`src/rtl/stopwatch_pkg.sv`:
```
// Shared constants and helpers for the stopwatch mode controller.
// State codes, digit indices and button event priority.
package stopwatch_pkg;

  localparam int DIGIT_CNT = 4;
  localparam int SEL_W     = 2;

  localparam logic [2:0] ST_STOP = 3'd0;
  localparam logic [2:0] ST_RUN  = 3'd1;
  localparam logic [2:0] ST_SET3 = 3'd2;
  localparam logic [2:0] ST_SET2 = 3'd3;
  localparam logic [2:0] ST_SET1 = 3'd4;
  localparam logic [2:0] ST_SET0 = 3'd5;

  localparam logic [SEL_W-1:0] DIG_HEX0 = 2'd0;
  localparam logic [SEL_W-1:0] DIG_HEX1 = 2'd1;
  localparam logic [SEL_W-1:0] DIG_HEX2 = 2'd2;
  localparam logic [SEL_W-1:0] DIG_HEX3 = 2'd3;

  // Highest first: set, start_stop, change.
  typedef enum logic [1:0] {
    EV_NONE,
    EV_SET,
    EV_START,
    EV_CHANGE
  } btn_ev_e;

  function automatic btn_ev_e resolve_ev(
    input logic set_p,
    input logic ss_p,
    input logic chg_p
  );
    btn_ev_e ev;
    priority case (1'b1)
      set_p:   ev = EV_SET;
      ss_p:    ev = EV_START;
      chg_p:   ev = EV_CHANGE;
      default: ev = EV_NONE;
    endcase
    return ev;
  endfunction

  function automatic logic is_set(input logic [2:0] s);
    return (s == ST_SET3) || (s == ST_SET2) ||
           (s == ST_SET1) || (s == ST_SET0);
  endfunction

  function automatic logic [SEL_W-1:0] sel_of(input logic [2:0] s);
    logic [SEL_W-1:0] r;
    case (s)
      ST_SET3: r = DIG_HEX3;
      ST_SET2: r = DIG_HEX2;
      ST_SET1: r = DIG_HEX1;
      default: r = DIG_HEX0;
    endcase
    return r;
  endfunction

  function automatic logic [2:0] next_set(input logic [2:0] s);
    logic [2:0] r;
    case (s)
      ST_SET3: r = ST_SET2;
      ST_SET2: r = ST_SET1;
      ST_SET1: r = ST_SET0;
      default: r = ST_STOP;
    endcase
    return r;
  endfunction

endpackage

```
`src/rtl/stopwatch_ctrl_button.sv`:
```
// Active-low button conditioner: 2-flop sync, debounce, press pulse.
// Presses are only armed once the button has been seen released after reset.
module button_conditioner #(
  parameter int DEBOUNCE_CYCLES = 1
) (
  input  logic clk,
  input  logic rst_n,
  input  logic btn_ni,
  output logic press_o
);

  localparam int CW = $clog2(DEBOUNCE_CYCLES + 1);
  localparam logic [CW-1:0] CNT_MAX = CW'(DEBOUNCE_CYCLES - 1);

  logic          s1_q;
  logic          s2_q;
  logic          level_q;
  logic          level_d;
  logic [CW-1:0] cnt_q;
  logic [CW-1:0] cnt_d;
  logic          press_q;
  logic          press_d;
  logic [1:0]    fill_q;
  logic [1:0]    fill_d;
  logic          armed_q;
  logic          armed_d;

  always_comb begin
    level_d = level_q;
    cnt_d   = '0;
    if (s2_q != level_q) begin
      if (cnt_q == CNT_MAX) begin
        level_d = s2_q;
      end else begin
        cnt_d = cnt_q + CW'(1);
      end
    end
    // fill_q==2 means s2_q holds a real pin sample, not its reset value
    fill_d  = (fill_q == 2'd2) ? fill_q : fill_q + 2'd1;
    armed_d = armed_q |
              ((fill_q == 2'd2) & level_q & s2_q);
    press_d = armed_q & level_q & ~level_d;
  end

  always_ff @(posedge clk or negedge rst_n) begin
    if (!rst_n) begin
      s1_q    <= 1'b1;
      s2_q    <= 1'b1;
      level_q <= 1'b1;
      cnt_q   <= '0;
      press_q <= 1'b0;
      fill_q  <= 2'd0;
      armed_q <= 1'b0;
    end else begin
      s1_q    <= btn_ni;
      s2_q    <= s1_q;
      level_q <= level_d;
      cnt_q   <= cnt_d;
      press_q <= press_d;
      fill_q  <= fill_d;
      armed_q <= armed_d;
    end
  end

  assign press_o = press_q;

endmodule

```
`src/rtl/stopwatch_ctrl.sv`:
```
// Stopwatch mode controller: run/stop, clear and digit SET mode
// with per-digit increment pulses and a blinking blank mask.
module stopwatch_ctrl
  import stopwatch_pkg::*;
#(
  parameter int DEBOUNCE_CYCLES = 1,
  parameter int BLINK_CYCLES    = 25_000_000
) (
  input  logic                 clk100_i,
  input  logic                 rstn_i,
  input  logic                 start_stop_i,
  input  logic                 set_i,
  input  logic                 change_i,
  output logic                 run_o,
  output logic                 clr_o,
  output logic                 edit_o,
  output logic [SEL_W-1:0]     digit_sel_o,
  output logic                 inc_o,
  output logic [DIGIT_CNT-1:0] blank_o
);

  localparam int BW = $clog2(BLINK_CYCLES);
  localparam logic [BW-1:0] BMAX = BW'(BLINK_CYCLES - 1);

  logic ss_press;
  logic set_press;
  logic chg_press;

  button_conditioner #(
    .DEBOUNCE_CYCLES(DEBOUNCE_CYCLES)
  ) u_btn_ss (
    .clk    (clk100_i),
    .rst_n  (rstn_i),
    .btn_ni (start_stop_i),
    .press_o(ss_press)
  );

  button_conditioner #(
    .DEBOUNCE_CYCLES(DEBOUNCE_CYCLES)
  ) u_btn_set (
    .clk    (clk100_i),
    .rst_n  (rstn_i),
    .btn_ni (set_i),
    .press_o(set_press)
  );

  button_conditioner #(
    .DEBOUNCE_CYCLES(DEBOUNCE_CYCLES)
  ) u_btn_chg (
    .clk    (clk100_i),
    .rst_n  (rstn_i),
    .btn_ni (change_i),
    .press_o(chg_press)
  );

  btn_ev_e       ev;
  logic [2:0]    state_q;
  logic [2:0]    state_d;
  logic          clr_q;
  logic          clr_d;
  logic          inc_q;
  logic          inc_d;
  logic [BW-1:0] bcnt_q;
  logic [BW-1:0] bcnt_d;
  logic          phase_q;
  logic          phase_d;
  logic          in_set;
  logic [SEL_W-1:0] sel;

  assign ev     = resolve_ev(set_press, ss_press, chg_press);
  assign in_set = is_set(state_q);
  assign sel    = sel_of(state_q);

  always_comb begin
    state_d = state_q;
    clr_d   = 1'b0;
    inc_d   = 1'b0;
    case (state_q)
      ST_STOP: begin
        unique case (ev)
          EV_SET:    state_d = ST_SET3;
          EV_START:  state_d = ST_RUN;
          EV_CHANGE: clr_d   = 1'b1;
          default:   state_d = state_q;
        endcase
      end
      ST_RUN: begin
        if (ev == EV_START) state_d = ST_STOP;
      end
      ST_SET3, ST_SET2, ST_SET1, ST_SET0: begin
        // start_stop wins over change here but is itself ignored
        unique case (ev)
          EV_SET:    state_d = next_set(state_q);
          EV_CHANGE: inc_d   = 1'b1;
          default:   state_d = state_q;
        endcase
      end
      default: state_d = ST_STOP;
    endcase
  end

  always_comb begin
    bcnt_d  = bcnt_q;
    phase_d = phase_q;
    if (!in_set || ev == EV_SET) begin
      bcnt_d  = '0;
      phase_d = 1'b0;
    end else if (bcnt_q == BMAX) begin
      bcnt_d  = '0;
      phase_d = ~phase_q;
    end else begin
      bcnt_d = bcnt_q + BW'(1);
    end
  end

  always_ff @(posedge clk100_i or negedge rstn_i) begin
    if (!rstn_i) begin
      state_q <= ST_STOP;
      clr_q   <= 1'b0;
      inc_q   <= 1'b0;
      bcnt_q  <= '0;
      phase_q <= 1'b0;
    end else begin
      state_q <= state_d;
      clr_q   <= clr_d;
      inc_q   <= inc_d;
      bcnt_q  <= bcnt_d;
      phase_q <= phase_d;
    end
  end

  always_comb begin
    blank_o = '0;
    if (in_set && phase_q) blank_o[sel] = 1'b1;
  end

  assign run_o       = (state_q == ST_RUN);
  assign edit_o      = in_set;
  assign digit_sel_o = sel;
  assign clr_o       = clr_q;
  assign inc_o       = inc_q;

endmodule

```
`config.mk`:
```
export PLATFORM = sky130hd
export DESIGN_NAME = stopwatch_ctrl
export DESIGN_NICKNAME = d
export VERILOG_FILES = /design/src/rtl/stopwatch_pkg.sv /design/src/rtl/stopwatch_ctrl_button.sv /design/src/rtl/stopwatch_ctrl.sv
export SDC_FILE = /design/constraint.sdc
export NUM_CORES = 1
export LEC_CHECK = 0
export CAP_MARGIN = 20
export CELL_PAD_IN_SITES_DETAIL_PLACEMENT = 1
export CELL_PAD_IN_SITES_GLOBAL_PLACEMENT = 1
export CORE_AREA = 8 8 82 84
export CTS_CLUSTER_DIAMETER = 50
export DETAILED_ROUTE_END_ITERATION = 12
export DIE_AREA = 0 0 90 92
export HOLD_SLACK_MARGIN = 0.12
export PLACE_DENSITY_LB_ADDON = 0.1
export SYNTH_ARGS = -nofsm -noshare
export SYNTH_HDL_FRONTEND = slang
export SYNTH_HIERARCHICAL = 1
export SYNTH_SLANG_ARGS = --single-unit
```
`constraint.sdc`:
```
create_clock -name clk100_i -period 4.7 [get_ports clk100_i]
set_input_delay 1.175 -clock clk100_i [delete_from_list [all_inputs] [get_ports clk100_i]]
set_output_delay 1.175 -clock clk100_i [all_outputs]
set_load 0.01 [all_outputs]
```
**Word level (Yosys, flattened, before mapping)**

Cells that the tools add are included.

- Input bits: 5
- Output and inout bits: 10
- Logic and storage cells: 114
- Flip-flop bits (word level): 55

- Reductions and logical operators: 11
- Add/sub/neg operators: 7
- Bitwise operators: 19
- Magnitude comparators: 2
- Muxes and demuxes: 31
- Eq/ne operators: 18

Operators by type and width:

| kind | count |
|---|---|
| $mux 25 | 2 |
| $add 25x1->25 const B | 1 |
| $eq 25x25->1 const B | 1 |
| $mux 1 | 18 |
| $pmux 3 s3 | 2 |
| $and 1x1->1 | 12 |
| $eq 2x2->1 const B | 5 |
| $add 2x1->2 const B | 3 |
| $eq 3x2->1 const B | 2 |
| $eq 3x3->1 const B | 2 |
| $mux 2 | 3 |
| $mux 3 | 2 |
| $pmux 2 s3 | 1 |
| $pmux 3 s2 | 1 |
| $logic_or 1x1->1 | 4 |
| $mux 4 | 1 |
| $not 1->1 | 4 |
| $reduce_or 4->1 | 1 |
| $add 1x1->1 const B | 3 |
| $eq 3x1->1 const B | 1 |
| $logic_not 3->1 | 1 |
| $lt 2x3->1 const B | 1 |
| $ne 1x1->1 | 3 |
| $ne 3x3->1 const B | 1 |
| 10 further kinds | 13 |

**Depth between registers and ports, before layout**

- Depth in word-level cells: 7
- Depth in mapped cells: 8
- Gate-level depth less buffers: 7

**Cells and area by module**

Netlist, hierarchy kept.

By module, submodules not included:

| module | area each (µm²) | seq. area each (µm²) | cells an instance | times used |
|---|---|---|---|---|
| stopwatch_ctrl | 1679.1 | 775.7 | 181 | 1 |
| button_conditioner | 232.7 | 178.9 | 16 | 3 |

**Worst setup path after synthesis**

No wires, ideal clock.

- Kind: flip-flop to flip-flop
- Start: reg bcnt_q[15]
- End: reg bcnt_q[19]
- Setup slack: 2.613 ns
- Arrival time: 1.957 ns
- Period minus slack after synthesis: 2.087 ns
- Stages on the path, launching flop included: 6
- Library setup time: 0.130 ns
- Required time: 4.570 ns
- Path buffers: 1
- Cells stage by stage: dfrtp_1 > or4_1 > or4_4 > o21ai_2 > buf_6 > a21oi_1

- Longest elaborated chain between the ends: 3
- Elaborated cells on any way between the ends: 4
- Those cells by class: add/sub: 1; eq/ne: 1; mux: 2

RTL lines:

| element | RTL line | text |
|---|---|---|
| from (decl) | stopwatch_ctrl.sv:63 | `logic [BW-1:0] bcnt_q;` |
| from (signal assigned) | stopwatch_ctrl.sv:127 | `bcnt_q <= bcnt_d;` |
| $add 25x1->25 / $eq 25x25->1 (equally long branches) | stopwatch_ctrl.sv:112, stopwatch_ctrl.sv:108 |  |
| $mux 25 * | stopwatch_ctrl.sv:108 | `end else if (bcnt_q == BMAX) begin` |
| $mux 25 * | stopwatch_ctrl.sv:105 | `if (!in_set \|\| ev == EV_SET) begin` |
| named net bcnt_d[19] | stopwatch_ctrl.sv:64 | `logic [BW-1:0] bcnt_d;` |

The timed path passes the listed nets; every way through them passes the cells marked *.
A chain may end at the register's enable or synchronous reset.

**Worst setup path in the final report**

- Start: reg state_q[1]
- End: out edit_o

- Longest elaborated chain between the ends: 4
- Elaborated cells on any way between the ends: 7
- Those cells by class: eq/ne: 4; reduce/logical: 3

RTL lines:

| element | RTL line | text |
|---|---|---|
| from (decl) | stopwatch_ctrl.sv:57 | `logic [2:0] state_q;` |
| from (signal assigned) | stopwatch_ctrl.sv:124 | `state_q <= state_d;` |
| $eq 3x2->1 | stopwatch_pkg.sv:44 | `return (s == ST_SET3) \|\| (s == ST_SET2) \|\|` |
| $logic_or 1x1->1 (2 in series) | stopwatch_pkg.sv:44 |  |
| $logic_or 1x1->1 * | stopwatch_pkg.sv:45 | `(s == ST_SET1) \|\| (s == ST_SET0);` |
| to (decl) | stopwatch_ctrl.sv:16 | `output logic edit_o,` |

Every way passes the cells marked *; elsewhere a longest branch is shown, timed or not.

==> flow_summary_export.csv <==
group,metric,value,unit
cells_and_area,fin_nets,255,
status,status,"finished clean",
grt,grt_pass1_vias,1767,
clock_tree,cts-htree-levels,2,
power_and_ir_drop,leakagePower,0.00110,uW
min_path,min_path_type,"register to register",
drt,first_pass_iters,3,
drt,viasPerCell,5.24,
clock_tree,cts_tree,"built",
floorplanning,core,5410,sq um
timing,report.final.slew_viol_count,0,
flow_run,drv_cap,0,
drt,wl_per_cell,14.9,um
timing,skew,8.75,ps
power_and_ir_drop,sw_frac_of_total,31.7,%
critical_path,worst-setup-path-type,"register to output pin",
placement,dp_hpwl,3460,um
yosys,netlist_instances,229,
critical_path,endpoint_kind,"output pin",
drt,drc,0,
timing,post-route-period-util,63.6,%
clock_tree,clk_pin_slew,100,ps
critical_path,worst_ep_arrival_time,1810,ps
cells_and_area,n_antenna_cell,0,
power_and_ir_drop,power_frac_seq,52.2,%
timing,setup_tns,0,ps
power_and_ir_drop,power_density,371,nW/um^2
grt,grt_pass1_wl,8640,um
power_and_ir_drop,switchingPower,313,uW
floorplanning,ioPinCount,15,
clock_tree,postCtsHoldBufs,0,
timing,tightest_slew,1030,ps
critical_path,crit_chain,"xnor2_1, inv_1, clkdlybuf4s50_1",
critical_path,slowest_stage,"clkdlybuf4s50_1",
critical_path,crit_path_start_kind,"register",
floorplanning,die_w,90,um
power_and_ir_drop,p_int,675,uW
cells_and_area,fill_cells,605,
floorplanning,die_y,92,um
timing,period_needed,2990,ps
clock_tree,clk_latency,310,ps
yosys,syn_area_per_cell,10.4,sq um
grt,grt_usage,12.6,%
timing,setup_viol,0,
timing,rsz0062_at_grt,"false",
timing,slew_headroom,31.2,%
drt,route.final.wire_length,4690,um
power_and_ir_drop,clkPwrFrac,27.6,%
drt,dr_total_vias,1657,
power_and_ir_drop,power,988,uW
yosys,synth_edf_count,0,
clock_tree,cts_root_buf,"clkbuf_8",
placement,port_buffers,14,
yosys,ys_warn_count,6,
yosys,synth-seq-cells,52,
cells_and_area,final_layout_size_suffix_gt1_share,9.02,%
floorplanning,dieArea,8280,sq um
critical_path,crit_fanout,7,
clock_tree,numCtsBuffers,5,
clock_tree,cts.sinks,52,
power_and_ir_drop,ir_drop,0.175,mV
power_and_ir_drop,pwr-share-comb,20.2,%
timing,hold_viol,0,
floorplanning,start_util,44.0,%
yosys,synth_area,2380,sq um
placement,routabilityCongestion,0.722,
drt,detail-route-antenna-nets,0,
cells_and_area,area_delta_synth_final,12.0,%
grt,grt.overflow.total,0,
critical_path,slowest_delay,500,ps
yosys,synthArstFlopShare,100,%
grt,antenna_found_initial,0,
clock_tree,clock_path_buffers,2,
timing,fmax,335,MHz
yosys,synth_ff_type,"dfrtp_1",
clock_tree,cts_resized,0,
clock_tree,post-cts-setup-buffer-count,0,
yosys,synth_nets,241,
yosys,synth_cell_type_count,34,
grt,grt_max_degree,29,
drt,drt_iter0_markers,43,
yosys,seq_area_frac_synth,55.2,%
floorplanning,row_count,27,
critical_path,cp.required,3520,ps
==> per-stage QoR <==
stage / area (sq um) / setup slack (ps) / cells / util, % / hold slack, ps
6_report: 2660 / 1710 / 316 / 49.3 / 363
5_1_grt: 2660 / 1560 / 316 / 49.3 / 371
4_1_cts: 2660 / 1650 / 316 / 49.3 / 365
2_1_floorplan: 2380 / 2610 / 229 / - / 345
3_3_place_gp: 2560 / 2000 / 308 / 47.5 / 345
3_5_place_dp: 2560 / 1930 / 308 / 47.5 / 348
==> path summary, 6_finish.rpt <==
| kind | start | endpoint | slack [ps] | cells after the start |
|---|---|---|---|---|
| worst max register to register | bcnt_q[15]$_DFF_PN0_ | bcnt_q[20]$_DFF_PN0_ | 2000 | 4 |
| min in group asynchronous | rstn_i | state_q[1]$_DFFE_PN0P_ | 820 | 1 |
| max in group asynchronous | rstn_i | bcnt_q[4]$_DFF_PN0_ | 3100 | 2 |
| worst min-delay path | u_btn_ss/s1_q$_DFF_PN1_ | u_btn_ss/s2_q$_DFF_PN1_ | 360 | 0 |
| worst min register to register | u_btn_ss/s1_q$_DFF_PN1_ | u_btn_ss/s2_q$_DFF_PN1_ | 360 | 0 |
| worst max-delay path | state_q[1]$_DFFE_PN0P_ | edit_o | 1710 | 3 |
==> Yosys cell counts, types with 3 or more instances <==
cell	count	area [sq um]
clkbuf_1	6	22.5
o21ai_0	11	55.1
or4_1	6	45.0
xnor2_1	13	114
nand3_1	10	50.1
xor2_1	6	52.6
dfstp_2	9	236
nor2_1	29	109
inv_1	11	41.3
nand2_1	16	60.1
nand4_1	6	37.5
dfrtp_1	43	1080
ha_1	7	87.6
nor4_1	4	25.0
a21oi_1	10	50.1
a31o_1	3	26.3
or3_1	9	56.3
o31ai_1	4	30.0
nand2b_1	4	25.0
==> final cells by class <==
cell class,instances,area (sq um),area share (%)
Tap cell,72,90.1,3.38
Clock inverter,3,28.8,1.08
Timing Repair Buffer,15,143,5.36
Clock buffer,5,68.8,2.58
Inverter,11,41.3,1.55
Sequential cell,52,1310,49.3
Multi-Input combinational cell,158,978,36.7
==> registers in the layout, indices dropped and copies added (netlist names), 2 cells and up <==
name	count
u_btn_set/fill_q	2
bcnt_q	25
u_btn_chg/fill_q	2
state_q	3
u_btn_ss/fill_q	2
==> metal layers <==
metal	vias to the layer above	part of all wire [%]	track usage [%]
met5	-	0	0
met4	0	1.4	4.58
met3	6	3.0	3.10
met2	18	46	20.4
met1	810	49	16.0
li1	823	-	-
==> critical path: cells and delay by family (launching register included) <==
| kind | cells | cell delay [ps] |
|---|---|---|
| buf+inv | 2 | 580 |
| flops | 1 | 460 |
| xor+xnor | 1 | 470 |
==> kinds of logic after synthesis <==
logic type | Yosys count | share of synthesized area, %
compound gates | 32 | 8.11
xor+xnor | 19 | 7.00
fa+ha+maj | 7 | 3.68
buf+inv | 19 | 3.63
flops | 52 | 55.2
mux | 1 | 0.421
simple gates | 99 | 21.9
==> power by group through the flow <==
stage	registers, uW	logic, uW	clock network, uW
finish	515	200	273
global route	523	228	303
CTS	516	210	289
global placement	522	203	0
floorplan	509	146	0
detailed placement	525	209	0
==> layout by cell type, fill, tap and decap left out, drive strengths merged, types with 6 or more instances in the layout <==
cell	count
xor2	6
or3	9
inv	14
clkdlybuf4s50	13
ha	7
dfstp	9
dfrtp	43
xnor2	13
nand2	16
nand4	7
a21oi	10
or4	7
nand3	10
o21ai	12
nor2	29
No activity file was read; power rests on OpenSTA's default activity.
